**config.mk**
```make
export PLATFORM = sky130hd
export DESIGN_NAME = nroot_param
export DESIGN_NICKNAME = d
export VERILOG_FILES = /design/src/rtl/nroot_param.sv
export SDC_FILE = /design/constraint.sdc
export NUM_CORES = 1
export LEC_CHECK = 0
export CAP_MARGIN = 25
export CORE_AREA = 2 2 101 103
export DETAILED_ROUTE_END_ITERATION = 16
export DIE_AREA = 0 0 103 105
export HOLD_SLACK_MARGIN = 0.1
export MAX_ROUTING_LAYER = met4
export PLACE_DENSITY_LB_ADDON = 0.25
export SYNTH_ARGS = -nofsm -noshare
export SYNTH_HDL_FRONTEND = slang
export SYNTH_SLANG_ARGS = --single-unit
```
**constraint.sdc**
```tcl
create_clock -name clk_i -period 10.86 [get_ports clk_i]
set_input_delay 2.172 -clock clk_i [delete_from_list [all_inputs] [get_ports clk_i]]
set_output_delay 2.172 -clock clk_i [all_outputs]
set_load 0.02 [all_outputs]
```
**src/rtl/nroot_param.sv**
```systemverilog
// ---------------------------------------------------------------------------
// nroot_param : multi-cycle restoring integer square / cube root with remainder
// Rev 1.0
// ---------------------------------------------------------------------------
`default_nettype none

module nroot_param #(
  parameter int WIDTH  = 8,
  parameter int ROOT_W = (WIDTH + 1) / 2
) (
  input  logic              clk_i,
  input  logic              rst_i,
  input  logic              start_i,
  input  logic              mode_i,
  input  logic [WIDTH-1:0]  a_bi,
  output logic              busy_o,
  output logic              done_o,
  output logic [ROOT_W-1:0] y_bo,
  output logic [WIDTH-1:0]  rem_bo
);

  localparam int N_SQ = (WIDTH + 1) / 2;
  localparam int N_CB = (WIDTH + 2) / 3;
  localparam int BW   = 2 * WIDTH + 2;
  localparam int CW   = $clog2(N_SQ + 1);
  localparam int SW   = $clog2(3 * N_SQ + 1);

  localparam logic [2:0] ST_IDLE    = 3'd0;
  localparam logic [2:0] ST_SQ_ITER = 3'd1;
  localparam logic [2:0] ST_CB_MUL  = 3'd2;
  localparam logic [2:0] ST_CB_SUB  = 3'd3;
  localparam logic [2:0] ST_DONE    = 3'd4;

  logic [2:0]        r_state, w_state_nx;
  logic [WIDTH-1:0]  r_x, r_rem;
  logic [ROOT_W-1:0] r_y, r_yo;
  logic [BW-1:0]     r_b;
  logic [CW-1:0]     r_cnt;
  logic              r_mode;

  logic [SW-1:0]     w_sh;
  logic [BW-1:0]     w_xe, w_ye, w_y2e, w_sq_b, w_cb_b;
  logic              w_sq_ge, w_cb_ge, w_last;
  logic [WIDTH-1:0]  w_sq_x, w_cb_x;
  logic [ROOT_W-1:0] w_sq_y, w_cb_y;

  // Trial values are formed at full width so an oversized b never wraps below x.
  assign w_sh    = r_mode ? SW'(r_cnt) * SW'(3) : SW'(r_cnt) * SW'(2);
  assign w_xe    = BW'(r_x);
  assign w_ye    = BW'(r_y);
  assign w_y2e   = w_ye << 1;
  assign w_sq_b  = ((w_ye << 2) | BW'(1)) << w_sh;
  assign w_cb_b  = ((BW'(3) * w_y2e * (w_y2e + BW'(1))) + BW'(1)) << w_sh;
  assign w_sq_ge = (w_xe >= w_sq_b);
  assign w_cb_ge = (w_xe >= r_b);
  assign w_last  = (r_cnt == '0);
  assign w_sq_x  = w_sq_ge ? (r_x - w_sq_b[WIDTH-1:0]) : r_x;
  assign w_sq_y  = (r_y << 1) | ROOT_W'(w_sq_ge);
  assign w_cb_x  = w_cb_ge ? (r_x - r_b[WIDTH-1:0]) : r_x;
  assign w_cb_y  = r_y + ROOT_W'(w_cb_ge);

  always_ff @(posedge clk_i or negedge rst_i) begin
    if (!rst_i) r_state <= ST_IDLE;
    else        r_state <= w_state_nx;
  end

  always_comb begin
    w_state_nx = ST_IDLE;
    case (r_state)
      ST_IDLE, ST_DONE: begin
        if (start_i) w_state_nx = mode_i ? ST_CB_MUL : ST_SQ_ITER;
        else         w_state_nx = ST_IDLE;
      end
      ST_SQ_ITER: w_state_nx = w_last ? ST_DONE : ST_SQ_ITER;
      ST_CB_MUL:  w_state_nx = ST_CB_SUB;
      ST_CB_SUB:  w_state_nx = w_last ? ST_DONE : ST_CB_MUL;
      default:    w_state_nx = ST_IDLE;
    endcase
  end

  always_comb begin
    busy_o = (r_state == ST_SQ_ITER) || (r_state == ST_CB_MUL) || (r_state == ST_CB_SUB);
    done_o = (r_state == ST_DONE);
  end

  always_ff @(posedge clk_i or negedge rst_i) begin
    if (!rst_i) begin
      r_x    <= '0;
      r_y    <= '0;
      r_b    <= '0;
      r_cnt  <= '0;
      r_mode <= 1'b0;
      r_yo   <= '0;
      r_rem  <= '0;
    end else begin
      case (r_state)
        ST_IDLE, ST_DONE: begin
          if (start_i) begin
            r_x    <= a_bi;
            r_mode <= mode_i;
            r_y    <= '0;
            r_b    <= '0;
            r_cnt  <= mode_i ? CW'(N_CB - 1) : CW'(N_SQ - 1);
          end
        end
        ST_SQ_ITER: begin
          r_x <= w_sq_x;
          r_y <= w_sq_y;
          if (w_last) begin
            r_yo  <= w_sq_y;
            r_rem <= w_sq_x;
          end else begin
            r_cnt <= r_cnt - CW'(1);
          end
        end
        ST_CB_MUL: begin
          r_y <= r_y << 1;
          r_b <= w_cb_b;
        end
        ST_CB_SUB: begin
          r_x <= w_cb_x;
          r_y <= w_cb_y;
          if (w_last) begin
            r_yo  <= w_cb_y;
            r_rem <= w_cb_x;
          end else begin
            r_cnt <= r_cnt - CW'(1);
          end
        end
        default: ;
      endcase
    end
  end

  assign y_bo   = r_yo;
  assign rem_bo = r_rem;

endmodule

`default_nettype wire
```
## Yosys cells after proc, flatten, opt, wreduce, memory -nomap -nowiden

Cells that the tools add are included.

| cells by class | value |
|---|---|
| equality and inequality tests | 8 |
| $add $sub $neg | 6 |
| multiplexer cells | 24 |
| bitwise logic cells | 1 |
| magnitude comparators | 2 |
| reduce and logical (&&, ||, !) cells | 17 |
| shift operators | 2 |
| multipliers | 3 |

Operator list:

| operator | number |
|---|---|
| two-way mux 8 bit | 5 |
| >= comparator 8 x 18 -> 1 bit | 2 |
| one-hot mux 18 bit (2 select lines) | 1 |
| one-hot mux 8 bit (3 select lines) | 1 |
| two-way mux 18 bit | 1 |
| << shifter 14 x 4 -> 18 bit | 1 |
| << shifter 6 x 4 -> 18 bit | 1 |
| two-way mux 4 bit | 4 |
| one-hot mux 4 bit (4 select lines) | 1 |
| one-hot mux 8 bit (2 select lines) | 1 |
| subtractor 8 bit | 2 |
| adder 13 x 1 -> 14 bit, second input constant | 1 |
| multiplier 6 x 6 -> 12 bit | 1 |
| two-way mux 3 bit | 4 |
| one-hot mux 3 bit (4 select lines) | 1 |
| inequality test 2 bit, second input constant | 4 |
| one-hot mux 4 bit (2 select lines) | 1 |
| AND reduction 2 bit | 4 |
| adder 5 x 1 -> 6 bit, second input constant | 1 |
| == test 3 x 2 -> 1 bit, second input constant | 2 |
| zero test 3 bit | 2 |
| multiplier 2 x 4 -> 6 bit, first input constant | 1 |
| one-hot mux 3 bit (2 select lines) | 1 |
| AND reduction 3 bit | 2 |
| 13 further kinds | 18 |

| storage, ports and cells | value |
|---|---|
| output and inout port bits | 14 |
| input bits | 12 |
| flip-flop bits (word level) | 49 |
| word-level logic and storage cells | 71 |

## Depth between registers and ports, before layout

Gate-level depths: netlist (run 1).

| logic depth | value |
|---|---|
| depth in word-level cells | 7 |
| depth in mapped cells | 20 |
| mapped depth without buffers | 19 |

## Worst setup path before layout (run 1)

No wires, ideal clock.

| path | value |
|---|---|
| kind | register -> register |
| from | reg r_y[2] |
| to | reg r_b[12] |
| period minus slack after synthesis | 5.108 ns |
| stages on the path, launching flop included | 21 |
| slack | 5.752 ns |
| buffers on the path | 1 |
| arrival time | 4.982 ns |
| required time | 10.734 ns |
| setup time | 0.126 ns |
| cells stage by stage | dfrtp_1 -> clkbuf_1 -> inv_1 -> ha_1 -> nor2_1 -> nor2_1 -> ha_1 -> nor2_1 -> fa_1 -> inv_1 -> fa_1 -> fa_1 -> inv_1 -> ha_1 -> o21ai_1 -> o21a_1 -> or4b_4 -> nand4_2 -> o21ai_2 -> a2111oi_4 -> o21ai_2 |

| between the ends | value |
|---|---|
| word-level cells in the longest chain between the ends | 5 |
| elaborated cells between the ends (all ways) | 6 |
| those cells by class | 2 x add/sub; 2 x mul; 1 x shift; 1 x mux |

Ends and longest elaborated chain:

| item | RTL line | source |
|---|---|---|
| start: declaration | 36 | `logic [ROOT_W-1:0] r_y, r_yo;` |
| start signal: assignment | 108 | `r_y <= w_sq_y;` |
| start signal: assignment | 117 | `r_y <= r_y << 1;` |
| start signal: assignment | 122 | `r_y <= w_cb_y;` |
| multiplier 2 x 4 -> 6 bit or adder 5 x 1 -> 6 bit (tied branches) | 53 | `assign w_cb_b = ((BW'(3) * w_y2e * (w_y2e + BW'(1))) + BW'(1)) << w_sh;` |
| multiplier 6 x 6 -> 12 bit * | 53 |  |
| adder 13 x 1 -> 14 bit * | 53 |  |
| << shifter 14 x 4 -> 18 bit * | 53 |  |
| one-hot mux 18 bit (2 select lines) * | 96 | `case (r_state)` |
| end signal: assignment | 118 | `r_b <= w_cb_b;` |
| end: declaration | 37 | `logic [BW-1:0] r_b;` |

Every way passes the cells marked *; elsewhere a longest branch is shown, timed or not.
A chain may end at the register's enable or synchronous reset.

## Worst setup path in the final report (run 1)

| path | value |
|---|---|
| from | reg r_y[0] |
| to | reg r_b[17] |

The elaborated chain is that of the path after synthesis.

==> results of run 1 <==
placed cells by master, fill, tap and decap left out, drive strengths merged, types with 16 or more instances in the layout:
master	synthesis	layout
dfrtp	49	49
nor3	16	16
ha	51	51
a21oi	38	38
clkdlybuf4s50	0	24
nor2	54	54
nand2	69	69
o21ai	68	68
mux2i	20	20
inv	53	53
worst max path at each step:
stage	cells after the start	startpoint	to	slack, ns
after floorplan	20	r_y[2]	r_b[12]	5.75
after global placement	17	r_y[0]	r_b[17]	5.45
after detailed placement	17	r_y[0]	r_b[17]	5.29
after CTS	17	r_y[0]	r_b[17]	5.27
after global routing	17	r_y[0]	r_b[12]	4.93
final	17	r_y[0]	r_b[17]	5.23
cells by family (layout without fill, tap and decap cells):
group / Yosys count / after routing / synth area share, %
AO/OA/AOI/OAI: 202 / 202 / 26.0
XOR/XNOR: 18 / 18 / 3.03
adder cells (fa/ha/maj): 66 / 66 / 18.1
buffers and inverters: 82 / 89 / 6.62
flip-flops: 49 / 49 / 23.6
multiplexers: 22 / 22 / 4.28
AND/OR/NAND/NOR: 200 / 200 / 18.4
per-layer routing:
layer  share of wire (%)  up-vias  GRT usage [%]  wire [µm]
met4                 3.5        0           11.3        484
met2                  49      105           44.9       6770
li1                    -     2303              -          -
met3                 3.0       33           2.34        412
met1                  44     2301           33.9       6050
met5                   0        -              -          0
flip-flops by register name (all words and copies together) (netlist names):
name / flops
r_x: 8
r_y: 4
y_bo: 4
r_mode: 1
r_state: 3
r_b: 18
rem_bo: 8
r_cnt: 3
worst max-delay path, delay by kind of cell (launching register included):
family,cells,cell delay [ns]
AOI/OAI and AO/OA,5,0.98
xor gates and xnor gates,1,0.37
and+or+nand+nor,3,0.85
adders and majority gates,6,2.54
DFF,1,0.63
buffers and inverters,2,0.12
area by class of cell:
cell class                      instances  area (µm²)  share of cell area, %
Clock buffer                            6        72.6                   1.30
Tap cell                              133         166                   2.97
Multi-Input combinational cell        508        3630                   64.8
Inverter                               53         199                   3.55
Clock inverter                          2        38.8                  0.693
Timing Repair Buffer                   28         268                   4.78
Sequential cell                        49        1230                   21.9
per-stage QoR:
stage,cells,util [%],hold WS [ns],worst slack [ns]
after floorplan,639,-,0.440,5.75
after global placement,771,56.9,0.458,5.45
after detailed placement,771,56.9,0.458,5.29
after CTS,779,58.1,0.479,5.27
after global routing,779,58.1,0.525,4.93
final,779,58.1,0.487,5.23
==> impl_metrics.toml, run 1 <==
[placement]
place_area_um2 = 5490
routabilityCongestion = 0.928
dp_hpwl_um = 10700
port_buffers = 25

[cells_and_area]
final_area_um2 = 5600
diodes = 0
fillers = 937
area_delta_synth_final_pct = 7.70
drive_above_1_share_pct = 4.49
fin_nets = 723

[synthesis]
netlist_area_um2 = 5200
yosysWarnings = 0
ys_types = 71
synth-edff-count = 0
ys_ff_latch = 49
synth_top_area_share_pct = 23.6
yosysMostFrequentCell = "nand2_1"
syn_nets = 717
avgSynthCellArea_um2 = 8.13
netlist_instances = 639
ys_async_sr_fraction_pct = 100
ys.flop_type = "dfrtp_1"
ys_seq_area_share_pct = 23.6
synth_common_cells = "nand2_1, o21ai_0, nor2_1"
synth_top_cell_by_area = "dfrtp_1"
netlist_top_cells_area = "dfrtp_1, ha_1, fa_1, o21ai_0, nand2_1"

[worst_hold_path]
hold-path-endpoint = "r_b[8]"
min_path_cells = 2
holdCritStartpoint = "r_b[8]"
hold_class = "register to register"

[routing]
drc = 0
wl_per_cell_um = 17.6
drt_first_pass_iters = 5
drt_iter0_drc = 309
via_count = 4742
ant_nets = 0
vias_per_cell = 6.09
routed_wl_um = 13700

[global_route]
gr-total-overflow = 0
antenna_found_initial = 0
grt_pass1_wl_um = 22700
grt_max_degree = 50
grt_pass1_vias = 4636
grt_use_total_pct = 27.2

[worst_setup_path]
critPathLaunchType = "register"
crit_arrival_ns = 5.83
endpoint_kind = "register"
reg2reg_slack_ns = 5.23
crit_slowest_cell = "dfrtp_1"
cp_common_cell = "fa_1"
max_stage_delay_ns = 0.63
cp_cell_sequence = "ha_1 > fa_1 > xnor2_1 > and2_1 > fa_1 > inv_1 > fa_1 > fa_1 > inv_1 > ha_1 > nor2b_1 > o21ai_0 > or3b_2 > a2bb2oi_1 > a21oi_1 > a221oi_1 > o21ai_0"
rr_endpoint = "r_b[17]"
r2r_start = "r_y[0]"
r2r_cells = 17
crit_type = "register to register"
critPathMaxFanout = 20
required_ns = 11.06

[clocking]
htree_levels = 2
clk_latency_ns = 0.33
postCtsResizedCells = 0
cts_buffers = 5
numClockSinks = 49
clockBufferDepth = 2
cts.hold.buffers_added = 0
tritoncts = "yes"
cts_root_buffer = "clkbuf_8"
postCtsSetupBuffers = 0
clkSlewWorstSetupHoldPaths_ns = 0.09

[floorplan]
core-area_um2 = 9640
fp.dieArea_um2 = 10800
ios = 26
fp-row-count = 36
chipWidth_um = 103
start_util_pct = 53.9
fp.dieH_um = 105

[run_status]
status = "finished clean"

[sta]
tns_ns = 0
clock_skew_ns = 0.0158
fin_crit_sh_pct = 51.9
report.final.slew_viol_count = 0
slew_headroom_pct = 36.3
grt_setup_unrepaired = "false"
fmax_mhz = 178
hold_viol_final = 0
tightestPinTransition_ns = 0.955
setup_viol = 0
layout_min_cycle_time_ns = 5.63

[flow_run]
maxCapViolCount = 0
Power of run 1 is left out: the tool's default activity adds up to more than one toggle a clock period on the data nets, which glitch-free logic cannot reach.
==> run 2, diff against run 1 <==
clock period = 5.9 ns   (was 10.86 ns; I/O delays follow)
==> run 2 against run 1 <==
Register-to-register slack got worse by 4.8 ns. Global-route usage fell by 0.17 points. Critical path depth did not move. First-iteration DRC count fell by 3.2%. Hold slack improved by 0.0023 ns. Via count rose by 0.84%.
==> impl_metrics.toml, run 2 (synthesis gave the netlist of run 1 again) <==
[floorplan]
ios = 26
start_util_pct = 53.9
fp.dieH_um = 105
chipWidth_um = 103
fp-row-count = 36
fp.dieArea_um2 = 10800
core-area_um2 = 9640

[worst_setup_path]
endpoint_kind = "register"
required_ns = 6.08
critPathMaxFanout = 16
r2r_cells = 17
r2r_start = "r_y[1]"
crit_start = "r_y[1]"
critPathLaunchType = "register"
crit_type = "register to register"
crit_arrival_ns = 5.64

[clocking]
postCtsSetupBuffers = 0
postCtsResizedCells = 0
numClockSinks = 49
cts_buffers = 5
cts_root_buffer = "clkbuf_8"
cts.hold.buffers_added = 0
htree_levels = 2
clk_latency_ns = 0.32
tritoncts = "yes"
clkSlewWorstSetupHoldPaths_ns = 0.09
clockBufferDepth = 2

[cells_and_area]
diodes = 0
multi_input_area_um2 = 3630
regMostFlops = "r_b"
seqCellArea_um2 = 1230
fillers = 956
area_delta_synth_final_pct = 7.66
drive_above_1_share_pct = 4.93
layout_common_cells = "nand2_1, o21ai_0, nor2_1"
fin_nets = 726
layout_commonest_cell = "nand2_1"
final_core_util_pct = 58.0
largest_reg_flops = 18

[routing]
drt_first_pass_iters = 5
wl_per_cell_um = 17.5
drc = 0
drt_iter0_drc = 299
vias_per_cell = 6.12
via_count = 4782
routed_wl_um = 13700
ant_nets = 0

[sta]
tightestPinTransition_ns = 0.890
fmax_mhz = 183
tns_ns = 0
clock_skew_ns = 0.0123
report.final.slew_viol_count = 0
slew_headroom_pct = 40.7
setup_viol = 0
hold_viol_final = 0
grt_setup_unrepaired = "false"
fin_crit_sh_pct = 92.4
layout_min_cycle_time_ns = 5.45

[placement]
port_buffers = 25
dp_hpwl_um = 10800
routabilityCongestion = 0.991

[global_route]
grt_use_total_pct = 27.0
grt_max_degree = 50
antenna_found_initial = 0
grt_pass1_wl_um = 22600
gr-total-overflow = 0
grt_pass1_vias = 4685

[worst_hold_path]
holdCritStartpoint = "r_b[5]"
hold_class = "register to register"
min_path_cells = 2

[run_status]
status = "finished clean"

[flow_run]
maxCapViolCount = 0
run 2: cell count changes in the layout (fill, tap and decap cells not counted), sizes merged:
cell    before  now
bufinv       1    0
buf          4    7
inv         53   54
run 2: critical path, cell delays in order (launching register included):
cell	delay, ns
dfrtp_1	0.60
ha_1	0.36
fa_1	0.42
xnor2_1	0.35
and2_1	0.21
fa_1	0.41
inv_1	0.07
fa_1	0.44
fa_1	0.54
inv_1	0.04
ha_1	0.33
nor2b_1	0.17
o21ai_0	0.13
or3b_2	0.48
a2bb2oi_1	0.22
a21oi_1	0.16
a221oi_1	0.28
o21ai_0	0.12
run 2: worst paths after layout:
check	end	slack, ns
min in group asynchronous	r_x[3]	0.96
min	r_b[5]	0.49
max	r_b[17]	0.45
max reg2reg	r_b[17]	0.45
max in group asynchronous	r_b[14]	4.49
min reg2reg	r_b[5]	0.49
run 2: area by class of cell:
| type | count | area share [%] |
|---|---|---|
| Multi-Input combinational cell | 508 | 64.8 |
| Tap cell | 133 | 2.97 |
| Clock buffer | 6 | 1.30 |
| Timing Repair Buffer | 31 | 5.19 |
| Clock inverter | 2 | 0.246 |
| Inverter | 53 | 3.56 |
| Sequential cell | 49 | 21.9 |
run 2: per-stage QoR:
step	setup WS (ns)	hold WS, ns	cell area, µm²	cells
after floorplan	0.792	0.440	5200	639
after global placement	0.555	0.460	5510	774
after detailed placement	0.438	0.468	5510	774
after CTS	0.397	0.491	5600	782
after global routing	0.0626	0.511	5600	782
final	0.448	0.490	5600	782
run 2: per-layer routing:
| metal | global-route usage [%] | part of all wire (%) | vias to the layer above |
|---|---|---|---|
| li1 | - | - | 2303 |
| met2 | 44.7 | 50 | 148 |
| met5 | - | 0 | - |
| met1 | 33.7 | 43 | 2300 |
| met3 | 2.54 | 3.4 | 31 |
| met4 | 10.8 | 3.4 | 0 |
Power of run 2 is left out for the same reason.
==> run 3, diff against run 2 <==
CAP_MARGIN = 10   (was 25)
==> results of run 3 <==
Same layout as run 2: the final DEF is identical, and so are final timing and power.
Power of run 3 is left out for the same reason.
